--- config.mk ---
export PLATFORM = sky130hd
export DESIGN_NAME = reg_dump_streamer
export DESIGN_NICKNAME = d
export VERILOG_FILES = /design/src/rtl/reg_dump_pkg.sv /design/src/rtl/word_serializer.sv /design/src/rtl/reg_dump_streamer.sv
export SDC_FILE = /design/constraint.sdc
export NUM_CORES = 1
export LEC_CHECK = 0
export CORE_ASPECT_RATIO = 0.6
export CORE_UTILIZATION = 46
export CTS_BUF_LIST = sky130_fd_sc_hd__clkbuf_8
export DETAILED_ROUTE_END_ITERATION = 7
export GPL_ROUTABILITY_DRIVEN = 0
export PLACE_DENSITY = 0.78
export SYNTH_ARGS = -nofsm -noshare
export SYNTH_HDL_FRONTEND = slang
export SYNTH_SLANG_ARGS = --single-unit
--- constraint.sdc ---
create_clock -name clock -period 2.1 [get_ports clock]
set_input_delay 0.315 -clock clock [delete_from_list [all_inputs] [get_ports clock]]
set_output_delay 0.315 -clock clock [all_outputs]
set_load 0.1 [all_outputs]
--- src/rtl/reg_dump_pkg.sv ---
// Shared definitions for the register-file dump streamer.
//   dump_state_e  : sequencing states of the dump FSM
//   DUMP_HEADER   : frame start byte sent before the first register
//   BYTES_PER_REG : bytes emitted per 32-bit register
//   BYTE_IDX_W    : width of the per-word byte index
package reg_dump_pkg;

  typedef enum logic [2:0] {
    StIdle,
    StHdr,
    StAddr,
    StCapt,
    StSend,
    StDone
  } dump_state_e;

  localparam logic [7:0]  DUMP_HEADER   = 8'hA5;
  localparam int unsigned BYTES_PER_REG = 4;
  localparam int unsigned BYTE_IDX_W    = 2;

endpackage

--- src/rtl/word_serializer.sv ---
// Loads a word on a load strobe and emits its bytes MSB-first over valid/ready.
// Ports:
//   clock, reset     : clock and synchronous active-high reset
//   load_i           : load word_i and start emitting (takes priority over a transfer)
//   word_i           : word to serialise
//   last_idx_i       : index of the final byte to emit (0 = only the top byte)
//   byte_o, valid_o  : registered stream outputs
//   ready_i          : downstream ready
//   last_accept_o    : strobe, high in the cycle whose closing edge accepts the final byte
module word_serializer
  import reg_dump_pkg::*;
#(
  parameter int unsigned DATA_WIDTH = 32
) (
  input  logic                  clock,
  input  logic                  reset,
  input  logic                  load_i,
  input  logic [DATA_WIDTH-1:0] word_i,
  input  logic [BYTE_IDX_W-1:0] last_idx_i,
  output logic [7:0]            byte_o,
  output logic                  valid_o,
  input  logic                  ready_i,
  output logic                  last_accept_o
);

  logic [DATA_WIDTH-1:0] shift_q, shift_d;
  logic                  valid_q, valid_d;
  logic [BYTE_IDX_W-1:0] idx_q, idx_d;
  logic [BYTE_IDX_W-1:0] last_q, last_d;
  logic                  accept;

  // The outgoing byte is always the top of the shift register, so byte_o is a flop output.
  assign byte_o        = shift_q[DATA_WIDTH-1 -: 8];
  assign valid_o       = valid_q;
  assign accept        = valid_q & ready_i;
  assign last_accept_o = accept & (idx_q == last_q);

  always_comb begin
    shift_d = shift_q;
    valid_d = valid_q;
    idx_d   = idx_q;
    last_d  = last_q;
    if (load_i) begin
      shift_d = word_i;
      valid_d = 1'b1;
      idx_d   = '0;
      last_d  = last_idx_i;
    end else if (accept) begin
      shift_d = shift_q << 8;
      if (idx_q == last_q) begin
        valid_d = 1'b0;
      end else begin
        idx_d = idx_q + 1'b1;
      end
    end
  end

  always_ff @(posedge clock) begin
    if (reset) begin
      shift_q <= '0;
      valid_q <= 1'b0;
      idx_q   <= '0;
      last_q  <= '0;
    end else begin
      shift_q <= shift_d;
      valid_q <= valid_d;
      idx_q   <= idx_d;
      last_q  <= last_d;
    end
  end

endmodule

--- src/rtl/reg_dump_streamer.sv ---
// Walks the register file debug read port and streams a frame of
// header byte + every register (big-endian) over a valid/ready byte interface.
// Ports:
//   clock, reset        : single clock, synchronous active-high reset
//   start               : request a full dump (sampled only while idle)
//   read_address_debug  : register file debug read address
//   data_out_debug      : registered debug data, valid one edge after the address
//   byte_out/byte_valid : stream data/valid, byte_ready : downstream ready
//   busy                : dump in progress (through the done cycle)
//   done                : one-cycle pulse after the final byte is accepted
module reg_dump_streamer
  import reg_dump_pkg::*;
#(
  parameter int unsigned NUM_REGS   = 32,
  parameter int unsigned ADDR_WIDTH = 5,
  parameter int unsigned DATA_WIDTH = 32
) (
  input  logic                  clock,
  input  logic                  reset,
  input  logic                  start,
  output logic [ADDR_WIDTH-1:0] read_address_debug,
  input  logic [DATA_WIDTH-1:0] data_out_debug,
  output logic [7:0]            byte_out,
  output logic                  byte_valid,
  input  logic                  byte_ready,
  output logic                  busy,
  output logic                  done
);

  localparam logic [ADDR_WIDTH-1:0] LastAddr = ADDR_WIDTH'(NUM_REGS - 1);

  dump_state_e           state_q, state_d;
  logic [ADDR_WIDTH-1:0] cnt_q, cnt_d;
  logic                  busy_q, busy_d;
  logic                  done_q, done_d;

  logic                  ser_load;
  logic [DATA_WIDTH-1:0] ser_word;
  logic [BYTE_IDX_W-1:0] ser_last_idx;
  logic                  last_accept;

  // The counter flop drives the address directly; it is stable across ADDR and CAPT.
  assign read_address_debug = cnt_q;
  assign busy               = busy_q;
  assign done               = done_q;

  always_comb begin
    state_d      = state_q;
    cnt_d        = cnt_q;
    busy_d       = busy_q;
    done_d       = 1'b0;
    ser_load     = 1'b0;
    ser_word     = '0;
    ser_last_idx = '0;
    unique case (state_q)
      StIdle: begin
        if (start) begin
          // Header goes through the serializer as a one-byte word.
          ser_load                     = 1'b1;
          ser_word[DATA_WIDTH-1 -: 8]  = DUMP_HEADER;
          ser_last_idx                 = '0;
          cnt_d                        = '0;
          busy_d                       = 1'b1;
          state_d                      = StHdr;
        end
      end
      StHdr: begin
        if (last_accept) state_d = StAddr;
      end
      StAddr: begin
        state_d = StCapt;
      end
      StCapt: begin
        ser_load     = 1'b1;
        ser_word     = data_out_debug;
        ser_last_idx = BYTE_IDX_W'(BYTES_PER_REG - 1);
        state_d      = StSend;
      end
      StSend: begin
        if (last_accept) begin
          if (cnt_q == LastAddr) begin
            done_d  = 1'b1;
            state_d = StDone;
          end else begin
            cnt_d   = cnt_q + 1'b1;
            state_d = StAddr;
          end
        end
      end
      StDone: begin
        busy_d  = 1'b0;
        state_d = StIdle;
      end
      default: begin
        state_d = StIdle;
      end
    endcase
  end

  always_ff @(posedge clock) begin
    if (reset) begin
      state_q <= StIdle;
      cnt_q   <= '0;
      busy_q  <= 1'b0;
      done_q  <= 1'b0;
    end else begin
      state_q <= state_d;
      cnt_q   <= cnt_d;
      busy_q  <= busy_d;
      done_q  <= done_d;
    end
  end

  word_serializer #(
    .DATA_WIDTH (DATA_WIDTH)
  ) u_word_serializer (
    .clock         (clock),
    .reset         (reset),
    .load_i        (ser_load),
    .word_i        (ser_word),
    .last_idx_i    (ser_last_idx),
    .byte_o        (byte_out),
    .valid_o       (byte_valid),
    .ready_i       (byte_ready),
    .last_accept_o (last_accept)
  );

endmodule

[After elaboration in Yosys (flattened, before gate mapping)]
Cells that the tools add are included.
Word-level totals
  register bits: 47
  latch bits: 0
  memory bits (writable): 0
  bits in read-only memories: 0
  output and inout bits: 16
  word-level logic and storage cells: 61
  memories kept: 0
Operators by class
  add/subtract/negate cells: 2
  multipliers: 0
  divide/modulo/power cells: 0
  order comparisons: 0
  equality and inequality tests: 11
  shift-type cells: 0
  mux-type cells: 23
  bitwise operators: 5
  reductions and logical operators: 12
Operators with widths (count)
  $mux W32: 2
  $mux W24: 1
  $pmux W8 S2: 1
  $mux W5: 3
  $pmux W3 S5: 1
  $mux W3: 4
  $pmux W5 S2: 1
  $mux W8: 1
  $ne A2 B2 Y1 const B: 4
  $reduce_bool A2 Y1: 4
  $eq A3 B2 Y1 const B: 2
  $eq A3 B3 Y1 const B: 2
  $mux W1: 6
  $reduce_and A2 Y1: 3
  $add A5 B1 Y5 const B: 1
  $eq A5 B5 Y1 const B: 1
  $pmux W1 S2: 2
  $reduce_and A4 Y1: 1
  $eq A3 B1 Y1 const B: 1
  $logic_not A3 Y1: 1
  $not A1 Y1: 3
  $reduce_and A3 Y1: 1
  $reduce_or A3 Y1: 1
  $add A2 B1 Y2 const B: 1
  4 further kinds: 5

[Logic depth before layout (Yosys ltp)]
Gate-level depths: netlist of the first run.
  depth after elaboration: 4
  depth in mapped cells: 7
  gate-level depth less buffers: 7

[Cells and area by module]
Synthesis of the first run repeated with hierarchy kept, for this count alone.
Unflattened totals
  cell total of the unflattened synthesis: 311
  area total of the unflattened synthesis: 2556.2 um^2
Modules (own cells, without submodules)
  word_serializer: times used 1, cells each 204, area each 1751.7 um^2, seq. area each 740.7 um^2
  reg_dump_streamer: times used 1, cells each 107, area each 804.5 um^2, seq. area each 200.2 um^2

[Worst setup path before layout of the first run]
OpenSTA, ideal clock, no wires.
  path type: reg2reg
  from: register cnt_q[0] (netlist: read_address_debug[0])
  to: register cnt_q[2] (netlist: read_address_debug[2])
  data arrival time: 2433 ps
  data required time: 2026 ps
  setup slack: -407 ps
  stages on the path, launching flop included: 7
  path buffers: 0
  period minus slack after synthesis: 2507 ps
  path through: dfxtp_1 ha_1 and3_1 ha_1 a2111o_1 or3b_1 a31oi_1
On the way
  word-level cells in the longest chain between the ends: 4
  elaborated cells on any way between the ends: 7
  those cells by class: 1 x add/sub; 2 x eq/ne; 3 x mux; 1 x reduce/logical
Ends and longest elaborated chain
  from (decl): line reg_dump_streamer.sv:33  | logic [ADDR_WIDTH-1:0] cnt_q, cnt_d;
  from (signal assigned): line reg_dump_streamer.sv:108  | cnt_q <= cnt_d;
  $add A5 B1 Y5: line reg_dump_streamer.sv:85  | cnt_d = cnt_q + 1'b1;
  $mux W5: line reg_dump_streamer.sv:81  | if (cnt_q == LastAddr) begin
  $mux W5: line reg_dump_streamer.sv:80  | if (last_accept) begin
  $pmux W5 S2: line reg_dump_streamer.sv:55  | unique case (state_q)
Several ways; a longest one is shown, not always the timed one. The select of a mux whose other input is x is not followed.
A chain may end at the register's enable or synchronous reset.

[Final worst setup path of the first run]
Ends and elaborated chain as after synthesis.

==> qor.csv, run 1 <==
metric;value;unit
DPL Wire Length;3680;µm
initial cell density of the core;48.1;%
register area share after synthesis;41.7;%
Max Clock Skew;0.00380;ns
vias per cell;5.67;
number of buffers created by CTS;5;
IO Pins;52;
Root Driver;clkbuf_8;
FF+latch count, synth;46;
Avg WL per Cell;14.1;µm
Die Area;5090;µm²
WHS Path Cells;1;
die width;91.5;µm
Slew headroom;66.2;%
clock-pin slew on the worst setup and hold paths;0.09;ns
Synth cell types;40;
final antenna-violating net count;0;
Fin Setup TNS;0;ns
fin nets;343;
DRT Pass-1 Iters;4;
CP Launch Type;register;
initial DRC count;145;
CTS tree;yes;
Tmin final;1.97;ns
commonest register cell after synthesis;dfxtp_1;
Final Max Tran Viols;0;
Peak VDD IR;0.000350;V
clk_lat worst skew;0.30;ns
CP Class;register to register;
Util after Layout;63.1;%
Worst R2R Path Depth;6;
gate count of the mapped netlist;260;
unrepaired setup endpoints after global routing;no;
data required time at the worst endpoint;2.33;ns
gr ovfl total;0;
largest net degree at the start of global routing;48;
status;finished clean;
first-pass GRT wire length;8630;µm
PortBufs;51;
cts repair resizes;0;
Max Root-Sink Buffers;2;
Syn Area/Cell;8.49;µm²
Max-cap violations;0;
vias in the first global route;1804;
CP arrival;2.21;ns
total track usage;21.3;%
Yosys warning total;0;
Hold Path Class;register to register;
Final Instance Count excl. Fillers;368;
most common cell after layout, fill and taps aside;dfxtp_1;
Num Clock Sinks;46;
final count of hold timing violations;0;
number of synthesized flops with an enable pin;0;
Synth area leader;dfxtp_1;
share of layout cells above drive strength 1;17.4;%
endpoint class of the critical path;register;
Synth async-reset ratio;0;%
PD cells;742;nW/µm²
most frequent cells in the layout;dfxtp_1 (41), nor2_1 (40), clkdlybuf4s50_1 (35), buf_4 (29), a211oi_1 (25);
top post-synthesis cells by area;dfxtp_1 (42%), a211oi_1 (8.5%), nor2_1 (6.8%), o21a_1 (6.8%), o21ai_0 (5.0%);
DRC viols;0;
placed insts;360;
Multi-input gate area;1140;µm²
share of the synthesized area in the top cell type;41.7;%
Least-Margin Pin Slew;0.494;ns
core area;4590;µm²
Register Area;932;µm²
Fillers;390;
Leakage;1.09;nW
Total Routed Length;5190;µm
Post CTS Setup Buffer Count;0;
Area Overhead vs Synth;31.1;%
Diodes inserted;0;
die height;55.7;µm
Tcrit/Tclk final;93.9;%
final setup fails;0;
Vias;2085;
H-Tree Depth;2;
Max Fanout on Critical Path;5;
max frequency;507;MHz
Post-Syn Nets;299;
Post-Syn Area;2210;µm²
CTS Hold Buffers Added;0;
row count;19;
initial antenna violation count;0;
[worst max-delay path, stage by stage (launching register included)]
cell	delay [ns]
dfxtp_4	0.37
ha_1	0.21
and3_1	0.21
ha_1	0.22
a2111o_1	0.36
or3b_1	0.39
a31oi_1	0.15
[through the flow]
stage | hold WS, ns | instance area (µm²) | setup WS [ns] | power [mW]
2_1_floorplan | 0.432 | 2220 | 0.0548 | 1.34
3_3_place_gp | 0.441 | 2780 | 0.00770 | 1.49
3_5_place_dp | 0.450 | 2780 | -0.0419 | 1.50
4_1_cts | 0.472 | 2900 | 0.131 | 2.17
5_1_grt | 0.486 | 2900 | 0.0138 | 2.24
6_report | 0.465 | 2900 | 0.127 | 2.15
[logic make-up (layout without fill, tap and decap cells)]
family                   after synthesis  in the layout  synth area share [%]
AND/OR/NAND/NOR                       81             81                  18.5
flip-flops                            46             46                  41.7
adder cells (fa/ha/maj)                3              3                  1.70
multiplexers                           2              2                  1.02
buffers and inverters                 31             76                  6.69
AO/OA/AOI/OAI                         97             97                  30.4
[area by class of cell]
class                   count  area share, %
multi-input cells         183           39.4
repair buffers             67           21.7
well taps                  63           2.72
flip-flops and latches     46           32.2
inverters                   1          0.130
clock inverters             3           1.51
clock buffers               5           2.38
[synth_stat cells (3+ instances only)]
| library cell | count |
|---|---|
| dfxtp_1 | 46 |
| nor2_1 | 40 |
| a211oi_1 | 25 |
| o21ai_0 | 22 |
| o21a_1 | 20 |
| clkbuf_1 | 18 |
| nand2_1 | 10 |
| a21oi_1 | 9 |
| a32oi_1 | 8 |
| buf_4 | 8 |
| nand3_1 | 5 |
| a221oi_1 | 4 |
| and2_1 | 4 |
| buf_1 | 3 |
| ha_1 | 3 |
| nor3b_1 | 3 |
[per-layer routing]
metal,track usage (%),up-vias,share of wire [%]
met5,0,-,0
met4,5.44,0,0.66
met3,5.33,4,5.5
met2,30.4,54,43
met1,31.8,990,51
li1,-,1037,-
[flip-flops by register name, summed over array words and instances, names as in the netlist]
| register | count |
|---|---|
| u_word_serializer.last_q | 1 |
| state_q | 3 |
| busy | 1 |
| u_word_serializer.idx_q | 2 |
| u_word_serializer.valid_o | 1 |
| u_word_serializer.shift_q | 32 |
| read_address_debug | 5 |
| done | 1 |
[worst paths after layout]
kind                                  from                       endpoint  slack (ns)
max                  read_address_debug[0]          read_address_debug[2]        0.13
min          u_word_serializer.shift_q[23]  u_word_serializer.shift_q[23]        0.47
max reg2reg          read_address_debug[0]          read_address_debug[2]        0.13
min reg2reg  u_word_serializer.shift_q[23]  u_word_serializer.shift_q[23]        0.47
[report_power, final]
part / internal [mW] / total (mW) / switching, mW
Sequential: 0.928 / 0.957 / 0.0290
Combinational: 0.201 / 0.520 / 0.319
Clock: 0.357 / 0.670 / 0.313
Total: 1.49 / 2.15 / 0.662
(Power assumes the default switching activity.)
==> run 2: changes to the inputs <==
- CTS_CLUSTER_SIZE: default -> 14
- GPL_ROUTABILITY_DRIVEN: 0 -> default
- SETUP_SLACK_MARGIN: default -> 0.3
==> run 2 against run 1 <==
Compared with the run above: cell count grew 2.2%; flip-flop and latch count stayed put; die area stayed put.
==> qor.csv, run 2 (synthesis results as in run 1) <==
metric;value;unit;change
status;finished clean;;
Slew headroom;70.6;%;+4.4 points
final setup fails;0;;unchanged
fin nets;351;;+2.3%
initial DRC count;85;;-41%
most frequent cells in the layout;nor2_1 (40), dfxtp_1 (38), buf_4 (36), clkdlybuf4s50_1 (34), a211oi_1 (25);;
gr ovfl total;0;;unchanged
Vias;2081;;-0.19%
Final Max Tran Viols;0;;unchanged
Tmin final;1.84;ns;-0.131 ns
most common cell after layout, fill and taps aside;nor2_1;;
DPL Wire Length;3600;µm;-2.0%
vias per cell;5.53;;-2.3%
Num Clock Sinks;46;;unchanged
Hold Path Class;register to register;;
share of layout cells above drive strength 1;22.7;%;+5.3 points
final antenna-violating net count;0;;unchanged
die width;91.5;µm;unchanged
Fillers;410;;+5.1%
CP arrival;2.06;ns;-0.15 ns
Leakage;1.13;nW;+3.6%
total track usage;21.2;%;-0.053 points
Die Area;5090;µm²;unchanged
Final Instance Count excl. Fillers;376;;+2.2%
vias in the first global route;1852;;+2.7%
CTS Hold Buffers Added;0;;unchanged
DRC viols;0;;unchanged
Util after Layout;65.5;%;+2.4 points
Root Driver;clkbuf_8;;
max frequency;543;MHz;+7.1%
number of buffers created by CTS;5;;unchanged
Total Routed Length;5240;µm;+0.98%
initial cell density of the core;48.1;%;unchanged
initial antenna violation count;0;;unchanged
Max Fanout on Critical Path;5;;unchanged
max FFs per register;32;;unchanged
CTS tree;yes;;
CP Launch Type;register;;
H-Tree Depth;2;;unchanged
Top reg by flops;u_word_serializer.shift_q;;
row count;19;;unchanged
Peak VDD IR;0.000308;V;-12%
clk_lat worst skew;0.30;ns;about the same
GP Congestion;0.786;;
largest net degree at the start of global routing;48;;unchanged
Max Root-Sink Buffers;2;;unchanged
Max Clock Skew;0.00595;ns;+0.00216 ns
final count of hold timing violations;0;;unchanged
IO Pins;52;;unchanged
PortBufs;51;;unchanged
clock-pin slew on the worst setup and hold paths;0.09;ns;about the same
data required time at the worst endpoint;2.32;ns;about the same
Area Overhead vs Synth;36.0;%;
Least-Margin Pin Slew;0.430;ns;-0.0640 ns
Total Power;2.02;mW;-5.8%
CP Class;register to register;;
placed insts;360;;unchanged
PD cells;673;nW/µm²;-9.3%
Avg WL per Cell;13.9;µm;-1.2%
Tcrit/Tclk final;87.7;%;-6.2 points
unrepaired setup endpoints after global routing;yes;;
die height;55.7;µm;unchanged
Diodes inserted;0;;unchanged
core area;4590;µm²;unchanged
Max-cap violations;0;;unchanged
DRT Pass-1 Iters;4;;unchanged
first-pass GRT wire length;8650;µm;+0.23%
endpoint class of the critical path;register;;
[run 2: worst paths after layout]
path | from | end | slack [ns] | cells past startpoint
max reg2reg | u_word_serializer.idx_q[0] | read_address_debug[2] | 0.26 | 4
max | u_word_serializer.idx_q[0] | read_address_debug[2] | 0.26 | 4
min | u_word_serializer.shift_q[17] | u_word_serializer.shift_q[17] | 0.47 | 1
min reg2reg | u_word_serializer.shift_q[17] | u_word_serializer.shift_q[17] | 0.47 | 1
[run 2: stage by stage]
| stage | cell area (µm²) | TNS (ns) | hold slack (ns) | setup WS [ns] |
|---|---|---|---|---|
| final | 3000 | 0 | 0.466 | 0.258 |
| after detailed placement | 2820 | -0.513 | 0.448 | -0.0515 |
| after global placement | 2820 | -0.00792 | 0.441 | -0.00792 |
| after global routing | 3000 | 0 | 0.481 | 0.201 |
| after CTS | 2950 | 0 | 0.468 | 0.169 |
| after floorplan | 2250 | 0 | 0.432 | 0.210 |
[run 2: timing repair]
| item | 4_1_cts | 5_1_grt |
|---|---|---|
| pin swaps | 4 | 3 |
| endpoints found under the setup margin | 25 | 8 |
| gates resized for setup | 4 | 8 |
| buffers inserted | 5 | 3 |
[run 2: layout make-up]
| type | count | area, µm² | share of cell area [%] |
|---|---|---|---|
| well taps | 63 | 78.8 | 2.62 |
| inverters | 1 | 3.75 | 0.125 |
| clock inverters | 3 | 17.5 | 0.583 |
| clock buffers | 5 | 68.8 | 2.29 |
| multi-input cells | 183 | 1200 | 40.1 |
| repair buffers | 75 | 691 | 23.0 |
| flip-flops and latches | 46 | 941 | 31.3 |
[run 2: critical path: stages (launching register included)]
cell	delay, ns
dfxtp_4	0.36
or3_4	0.38
a2111o_1	0.49
or3b_1	0.38
a31oi_1	0.15
[run 2: per-layer routing]
layer / wire (µm) / global-route usage (%) / vias up
li1: - / - / 1056
met1: 2690 / 30.8 / 963
met2: 2220 / 31.5 / 57
met3: 295 / 5.33 / 5
met4: 32 / 5.44 / 0
met5: 0 / 0 / -
[run 2: where the power goes]
group          leakage (nW)  switching, mW  total (mW)  internal, mW
clock network        0.0493          0.303       0.533         0.230
logic                 0.704          0.326       0.533         0.207
registers             0.381         0.0290       0.956         0.927
total                  1.13          0.658        2.02          1.36
